### src/rtl/memory_access_stage.sv
// rtl/memory_access_stage.sv - MEM-stage data-memory unit with ready handshake, lane alignment and timeout
module memory_access_stage #(
  parameter int MAX_WAIT = 16
) (
  input  logic        clk,
  input  logic        reset,
  input  logic [31:0] memAluResult,
  input  logic [31:0] memStoreData,
  input  logic        memIsMemRead,
  input  logic        memIsMemWrite,
  input  logic [2:0]  memFunct3,
  input  logic        memIsRegisterWrite,
  output logic        dmemReq,
  output logic        dmemWe,
  output logic [31:0] dmemAddr,
  output logic [31:0] dmemWdata,
  output logic [3:0]  dmemByteEnable,
  input  logic        dmemReady,
  input  logic [31:0] dmemRdata,
  output logic        memStall,
  output logic [31:0] memMemoryData,
  output logic [31:0] memExecutionData,
  output logic        memShouldUseMemoryData,
  output logic        memRegisterWriteOut,
  output logic        memAccessFault,
  output logic        memBusError
);

  localparam int CW = $clog2(MAX_WAIT) + 1;

  typedef enum logic [1:0] {IDLE, REQ, DONE} state_t;

  state_t          state, nextState;
  logic [CW-1:0]   waitCnt;
  logic [31:0]     rdLatch;
  logic            errorFlag;

  logic            access, bothHigh, illegalF3, misaligned, fault, issue;
  logic [1:0]      k;
  logic [31:0]     shifted, loadData;
  logic [3:0]      storeBe;
  logic [31:0]     storeData;

  assign k          = memAluResult[1:0];
  assign access     = memIsMemRead ^ memIsMemWrite;
  assign bothHigh   = memIsMemRead & memIsMemWrite;

  always_comb begin
    illegalF3  = 1'b0;
    misaligned = 1'b0;
    if (memIsMemRead)
      illegalF3 = !(memFunct3 inside {3'b000, 3'b001, 3'b010, 3'b100, 3'b101});
    else
      illegalF3 = !(memFunct3 inside {3'b000, 3'b001, 3'b010});
    if (memFunct3[1:0] == 2'b01)
      misaligned = k[0];
    else if (memFunct3[1:0] == 2'b10)
      misaligned = (k != 2'b00);
  end

  assign fault = bothHigh | (access & (illegalF3 | misaligned));
  assign issue = access & ~fault;

  // Store lane alignment: data replicated across lanes, enables pick the target bytes
  always_comb begin
    storeData = memStoreData;
    storeBe   = 4'b1111;
    case (memFunct3[1:0])
      2'b00: begin
        storeData = {4{memStoreData[7:0]}};
        storeBe   = 4'b0001 << k;
      end
      2'b01: begin
        storeData = {2{memStoreData[15:0]}};
        storeBe   = k[1] ? 4'b1100 : 4'b0011;
      end
      default: begin
        storeData = memStoreData;
        storeBe   = 4'b1111;
      end
    endcase
  end

  assign shifted = rdLatch >> {k, 3'b000};

  always_comb begin
    case (memFunct3)
      3'b000:  loadData = {{24{shifted[7]}}, shifted[7:0]};
      3'b001:  loadData = {{16{shifted[15]}}, shifted[15:0]};
      3'b100:  loadData = {24'd0, shifted[7:0]};
      3'b101:  loadData = {16'd0, shifted[15:0]};
      default: loadData = shifted;
    endcase
  end

  always_ff @(posedge clk) begin
    if (reset) begin
      state     <= IDLE;
      waitCnt   <= '0;
      rdLatch   <= '0;
      errorFlag <= 1'b0;
    end else begin
      state <= nextState;
      case (state)
        IDLE: begin
          errorFlag <= 1'b0;
          if (issue) begin
            if (dmemReady) rdLatch <= dmemRdata;
            else           waitCnt <= CW'(1);
          end
        end
        REQ: begin
          if (dmemReady) begin
            rdLatch <= dmemRdata;
          end else if (waitCnt == CW'(MAX_WAIT - 1)) begin
            rdLatch   <= '0;
            errorFlag <= 1'b1;
          end else begin
            waitCnt <= waitCnt + CW'(1);
          end
        end
        default: waitCnt <= '0;
      endcase
    end
  end

  always_comb begin
    nextState = state;
    case (state)
      IDLE:    if (issue) nextState = dmemReady ? DONE : REQ;
      REQ:     if (dmemReady || waitCnt == CW'(MAX_WAIT - 1)) nextState = DONE;
      default: nextState = IDLE;
    endcase
  end

  assign dmemAddr               = {memAluResult[31:2], 2'b00};
  assign dmemWdata              = storeData;
  assign memExecutionData       = memAluResult;
  assign memShouldUseMemoryData = memIsMemRead;

  always_comb begin
    dmemReq             = 1'b0;
    memStall            = 1'b0;
    memRegisterWriteOut = 1'b0;
    memAccessFault      = 1'b0;
    memBusError         = 1'b0;
    memMemoryData       = '0;
    if (!reset) begin
      case (state)
        IDLE: begin
          if (fault) begin
            memAccessFault = 1'b1;
          end else if (issue) begin
            dmemReq  = 1'b1;
            memStall = 1'b1;
          end else begin
            memRegisterWriteOut = memIsRegisterWrite;
          end
        end
        REQ: begin
          dmemReq  = 1'b1;
          memStall = 1'b1;
        end
        default: begin
          memBusError         = errorFlag;
          memRegisterWriteOut = memIsRegisterWrite & ~errorFlag;
          if (memIsMemRead) memMemoryData = loadData;
        end
      endcase
    end
  end

  assign dmemWe         = dmemReq & memIsMemWrite;
  assign dmemByteEnable = (dmemReq & memIsMemWrite) ? storeBe : 4'b0000;

endmodule

### config.mk
export PLATFORM = sky130hd
export DESIGN_NAME = memory_access_stage
export DESIGN_NICKNAME = d
export VERILOG_FILES = /design/src/rtl/memory_access_stage.sv
export SDC_FILE = /design/constraint.sdc
export NUM_CORES = 1
export LEC_CHECK = 0
export CAP_MARGIN = 25
export CORE_AREA = 2 2 94 96
export DETAILED_ROUTE_END_ITERATION = 10
export DIE_AREA = 0 0 96 98
export DONT_BUFFER_PORTS = 1
export SYNTH_ARGS = -nofsm -noshare
export SYNTH_HDL_FRONTEND = slang
export SYNTH_SLANG_ARGS = --single-unit
### constraint.sdc
create_clock -name clk -period 1.66 [get_ports clk]
set_input_delay 0.249 -clock clk [delete_from_list [all_inputs] [get_ports clk]]
set_output_delay 0.249 -clock clk [all_outputs]
set_load 0.005 [all_outputs]
==> results of run 1 <==
[where the power goes]
part / total (W) / internal (W) / switching (W)
Combinational: 0.000457 / 0.000240 / 0.000217
Clock: 0.000739 / 0.000385 / 0.000354
Sequential: 0.00104 / 0.000999 / 0.0000412
[registers in the layout, indices dropped and copies added (netlist names)]
| name | count |
|---|---|
| rdLatch | 32 |
| waitCnt | 5 |
| state | 2 |
| errorFlag | 1 |
[Yosys cell counts, types with 4 or more instances]
library cell and instances:
a211oi_1 14, a21o_1 8, a21oi_1 11, a21oi_2 8
a22o_1 32, buf_2 10, buf_4 78, clkbuf_1 11
dfxtp_1 40, inv_1 4, mux2_2 9, mux2i_1 25
nand2_1 43, nand2b_1 4, nor2_1 7, nor2b_1 8
nor3_1 4, o21ai_0 21, o2bb2ai_1 7, or3_1 4
[metal layers]
layer | part of all wire [%] | track usage, % | wire (um)
met5 | 0 | 0 | 0
met1 | 36 | 22.40 | 3852
met2 | 52 | 36.54 | 5498
met3 | 10 | 9.182 | 1112
met4 | 1.2 | 5.495 | 130
[final timing paths]
kind,start,end,slack (ns),depth (start not counted)
worst max register to register,waitCnt[0]$_SDFFE_PP0P_,rdLatch[4]$_SDFFE_PP0P_,-0.14,9
worst max-delay path,rdLatch[31]$_SDFFE_PP0P_,memMemoryData[8],-0.26,5
worst min register to register,waitCnt[4]$_SDFFE_PP0P_,waitCnt[4]$_SDFFE_PP0P_,0.47,2
worst min-delay path,reset,errorFlag$_SDFFE_PP0P_,0.02,1
[through the flow]
step           setup slack (ns)  hold WS [ns]  power (W)
2_1_floorplan          -0.07618        0.3745   0.001517
3_3_place_gp           -0.07042        0.3295   0.001412
3_5_place_dp           -0.09878        0.3317   0.001419
4_1_cts                 -0.2690      0.008041   0.002236
5_1_grt                 -0.2952       0.01636   0.002350
6_report                -0.2584       0.02305   0.002236
[logic make-up after synthesis]
kind of cell | after synthesis | synth area share [%]
buffers and inverters | 107 | 21.91
flip-flops | 40 | 24.31
other | 1 | 0.1138
XOR/XNOR | 1 | 0.2659
AND/OR/NAND/NOR | 91 | 14.28
multiplexers | 35 | 11.36
AO/OA/AOI/OAI | 115 | 26.62
adder cells (fa/ha/maj) | 3 | 1.140
[area by class of cell]
type,instances,area share (%)
Clock inverter,2,0.3411
Sequential cell,40,22.31
Multi-Input combinational cell,247,59.21
Clock buffer,6,2.558
Tap cell,108,3.684
Inverter,5,0.5116
Timing Repair Buffer,43,11.39
[cells in the final DEF, fill, tap and decap left out, types with 6 or more instances in the layout]
cell	count
buf_4	32
buf_6	6
a21oi_4	12
a21o_1	8
nor2b_1	8
nand2_1	42
a211oi_2	7
mux2_2	8
mux2i_1	24
o2bb2ai_1	7
dfxtp_1	32
o21ai_4	6
a21oi_1	7
a22o_1	32
a211oi_1	7
o21ai_0	10
[timing repair]
item | in CTS | in global routing
pin swaps | 9 | 10
cloned | 3 | 0
resized for setup | 51 | 38
endpoints found under the setup margin | 64 | 71
buffers inserted | 9 | 9
==> impl_metrics.toml, run 1 <==
[logic_synthesis]
ys.flop_type = "dfxtp_1"
yosys_warnings = 0
ys_seq_area_share_pct = 24.31
synth_top_area_share_pct = 24.31
netlist_instances = 393
synth_cell_types = 51
synth-edff-count = 0
synth_async_sr_flop_share_pct = 0
ys_ff_latch = 40
synth.area.top_cells = "dfxtp_1, buf_4, a22o_1, mux2i_1, nand2_1"
syn_area_um2 = 3294
synth_top_cell_by_area = "dfxtp_1"
syn_avg_cell_area_um2 = 8.383

[route]
drt_iter0_markers = 80
drt_pre_antenna_iters = 4
postRouteAntennaNets = 0
wire_per_inst_um = 23.49
drc = 0
viasPerCell = 5.843
vias = 2635
wl_um = 10590

[cts]
hold_buffers = 0
cts.sinks = 40
htreeDepth = 2
root_buffer = "clkbuf_8"
clock_latency_ns = 0.29
cts.clk_slew.worst_paths_ns = 0.08
clockBufferDepth = 2
cts_buffers = 5
cts_tree = "yes"

[die]
io_pins = 244
die_height_um = 98
die-area_um2 = 9408
start_util_pct = 38.92
core_area_um2 = 8466
fp.dieW_um = 96
rows = 34

[worst_setup_path]
slowest_delay_ns = 0.37
startpoint_type = "flop"
cp_max_fo = 8
worstSetupPathType = "flop to output pin"
cp_num_buf_inv = 1
end_kind = "output pin"
worstPathCellList = "mux2i_2 > mux2_4 > or3_4 > buf_12 > a21oi_4"
crit_arrival_ns = 1.67
slowest_stage = "dfxtp_4"
cpLargestDelayFamily = "flip-flops"
required_ns = 1.41

[hold_path]
hp-class = "primary input to flop"

[global_routing]
first_global_vias = 2615
grt_overflow = 0
grt_usage_pct = 20.81
grt_start_max_net_pins = 41
grt_pass1_wl_um = 15010
antenna_found_initial = 0

[layout]
fillCellCount = 820
final_area_um2 = 3669
antennaDiodeCount = 0
area_delta_synth_final_pct = 11.36
nNetsFinal = 450
utilization_pct = 43.33
multi_input_area_um2 = 2172
drive_above_1_share_pct = 38.48
regArea_um2 = 818.3
final_cells = 451

[placed_design]
placed_area_um2 = 3034
port_buffers = 0
dp.cells = 426
dp_hpwl_um = 7798
globalplace.congestion = 0.7835

[power_and_ir_drop]
ir_worst_vdd_v = 0.0006870
p_leak_nw = 1.448
powerDensity_nw_per_um2 = 609.4

[timing]
fin_worst_skew_ns = 0.01301
layout_setup_ws_ns = -0.2584
fmax_ghz = 0.5213
layout_min_cycle_time_ns = 1.918
fin_setup_tns_ns = -7.608
setup_viol = 47
final-hold-violation-count = 0
rsz0062_at_grt = "yes"
finalCritPeriodShare_pct = 115.6
drv_slew = 0

[status]
violations = "setup timing"
outcome = "finished with violations"

[flow_run]
cap_violations = 0
(Power assumes the default switching activity.)
==> run 2, diff against run 1 <==
--- a/config.mk
+++ b/config.mk
@@ -10,6 +10,7 @@
 export DETAILED_ROUTE_END_ITERATION = 10
 export DIE_AREA = 0 0 96 98
 export DONT_BUFFER_PORTS = 1
+export MAX_ROUTING_LAYER = met4
 export SYNTH_ARGS = -nofsm -noshare
 export SYNTH_HDL_FRONTEND = slang
 export SYNTH_SLANG_ARGS = --single-unit
==> run 2 against run 1 <==
  * The flow still finishes with violations (setup timing)
  * Combinational power decreased by 1%
  * Routed wire length decreased by 0.74%
  * Final cell count decreased by 0.22%
  * Sequential share of layout area increased by 0.16 points
  * Largest cell class unchanged
  * Critical path type unchanged
  * Clock skew decreased by 0.0047 ns
  * Highest routed layer unchanged
  * Critical endpoint unchanged
  * Non-clock buffer count decreased by 1
  * Clock-buffer cell count unchanged
  * Setup slack improved by 0.0059 ns
==> impl_metrics.toml, run 2 (same netlist as run 1, synthesis figures left out) <==
[global_routing]
grt_overflow = 0
first_global_vias = 2611
grt_usage_pct = 21.45
antenna_found_initial = 0
grt_start_max_net_pins = 41
grt_pass1_wl_um = 15030

[timing]
fin_worst_skew_ns = 0.008320
fmax_ghz = 0.5229
layout_setup_ws_ns = -0.2525
setup_viol = 45
final-hold-violation-count = 0
finalCritPeriodShare_pct = 115.2
rsz0062_at_grt = "yes"
drv_slew = 0
layout_min_cycle_time_ns = 1.912
whs_ns = 0.02335

[worst_setup_path]
cp_num_buf_inv = 1
slowest_stage = "dfxtp_4"
cp_max_fo = 8
worstRegToRegCells = 9
crit_arrival_ns = 1.66
worstPathCellList = "mux2i_2 > mux2_4 > or3_4 > buf_12 > a21oi_4"
slowest_delay_ns = 0.37
startpoint_type = "flop"
r2r_end = "rdLatch[4]$_SDFFE_PP0P_"
end_kind = "output pin"
worstSetupPathType = "flop to output pin"
required_ns = 1.41
reg2reg_slack_ns = -0.13
cpLargestDelayFamily = "flip-flops"
r2r-start = "waitCnt[0]$_SDFFE_PP0P_"

[cts]
cts_tree = "yes"
cts_buffers = 5
hold_buffers = 0
cts.clk_slew.worst_paths_ns = 0.08
clock_latency_ns = 0.29
htreeDepth = 2
cts.sinks = 40
root_buffer = "clkbuf_8"
clockBufferDepth = 2

[power_and_ir_drop]
powerDensity_nw_per_um2 = 611.3
p_total_w = 0.002227
clkPwrFrac_pct = 33.0
switchingPower_w = 0.0006045
swShare_pct = 27.15
ir_worst_vdd_v = 0.0006929
p_leak_nw = 1.440
combPwrFrac_pct = 20.3
seq_power_share_pct = 46.7
intPower_w = 0.001622

[layout]
final_cells = 450
drive_above_1_share_pct = 38.01
fillCellCount = 823
area_delta_synth_final_pct = 10.56
top_regs = "rdLatch: 32 flops, waitCnt: 5 flops, state: 2 flops"
layout_common_cells = "nand2_1, a22o_1, dfxtp_1, buf_4, mux2i_1"
regArea_um2 = 818.3
largest_reg_flops = 32
utilization_pct = 43.02
final_common_cell = "nand2_1"
multi_input_area_um2 = 2153
top_register = "rdLatch"
nNetsFinal = 449
antennaDiodeCount = 0

[route]
wl_um = 10520
vias = 2626
drc = 0
postRouteAntennaNets = 0
drt_pre_antenna_iters = 4
drt_iter0_markers = 105
wire_per_inst_um = 23.37
viasPerCell = 5.836

[placed_design]
port_buffers = 0
dp_hpwl_um = 7798
dp.cells = 426
globalplace.congestion = 0.7944

[hold_path]
hp-start = "reset"
hold_path_end = "errorFlag$_SDFFE_PP0P_"
hp-class = "primary input to flop"
holdPathStages = 1

[die]
start_util_pct = 38.92
fp.dieW_um = 96
die_height_um = 98
io_pins = 244
core_area_um2 = 8466
rows = 34
die-area_um2 = 9408

[status]
violations = "setup timing"
outcome = "finished with violations"

[flow_run]
cap_violations = 0
==> run 2: cell types whose count changed in the layout (fill, tap and decap cells not counted), sizes merged <==
| cell | previous run | this run |
|---|---|---|
| buf | 41 | 40 |
==> run 2: metal layers <==
metal	share of wire [%]	track usage [%]	wire length [um]	vias up
met5	0	-	0	-
met4	1.4	5.385	145	0
met3	9.7	8.333	1022	12
met2	51	36.54	5331	131
met1	38	23.06	4016	1254
li1	-	-	-	1229
==> run 2: worst reg2reg max path, cell delays in order (launching register included) <==
cell and delay, ns:
dfxtp_4 0.36, ha_4 0.12, and3_4 0.19, ha_4 0.15, a21oi_4 0.06, o21bai_2 0.17, o41ai_4 0.14, buf_12 0.16
clkbuf_16 0.15, a22o_1 0.20
==> run 2: power groups by stage <==
| stage | Clock (W) | Sequential, W | Combinational [W] |
|---|---|---|---|
| final | 0.000734 | 0.00104 | 0.000452 |
| after CTS | 0.000761 | 0.00104 | 0.000434 |
| after global placement | 0 | 0.00106 | 0.000351 |
| after detailed placement | 0 | 0.00106 | 0.000357 |
| after floorplan | 0 | 0.00105 | 0.000470 |
| after global routing | 0.000805 | 0.00105 | 0.000495 |
==> run 2: timing repair <==
item / 4_1_cts / 5_1_grt
pin swaps: 9 / 11
endpoints found under the setup margin: 64 / 71
endpoints found under the hold margin: 0 / 0
gates resized for setup: 51 / 35
gates cloned: 3 / 0
setup buffers: 9 / 9
==> run 2: cell type report <==
| class | count | area share (%) |
|---|---|---|
| Clock inverter | 2 | 0.3435 |
| Timing Repair Buffer | 42 | 11.27 |
| Clock buffer | 6 | 2.576 |
| Inverter | 5 | 0.5153 |
| Sequential cell | 40 | 22.47 |
| Tap cell | 108 | 3.710 |
| Multi-Input combinational cell | 247 | 59.12 |
==> run 2: worst max-delay path by stage <==
stage / startpoint / end / slack (ns) / depth (start not counted)
2_1_floorplan: waitCnt[0]$_SDFFE_PP0P_ / waitCnt[3]$_SDFFE_PP0P_ / -0.08 / 7
3_3_place_gp: waitCnt[1]$_SDFFE_PP0P_ / rdLatch[22]$_SDFFE_PP0P_ / -0.07 / 8
3_5_place_dp: waitCnt[1]$_SDFFE_PP0P_ / rdLatch[0]$_SDFFE_PP0P_ / -0.1 / 8
4_1_cts: rdLatch[31]$_SDFFE_PP0P_ / memMemoryData[15] / -0.27 / 5
5_1_grt: rdLatch[23]$_SDFFE_PP0P_ / memMemoryData[8] / -0.30 / 5
6_report: rdLatch[31]$_SDFFE_PP0P_ / memMemoryData[8] / -0.25 / 5
==> run 2: per-stage QoR <==
stage          TNS (ns)  setup WS, ns  instance area [um^2]
2_1_floorplan    -1.626      -0.07618                  3403
3_3_place_gp     -1.713      -0.07042                  3034
3_5_place_dp     -2.662      -0.09878                  3034
4_1_cts          -9.791       -0.2690                  3482
5_1_grt          -10.09       -0.2966                  3642
6_report         -7.308       -0.2525                  3642
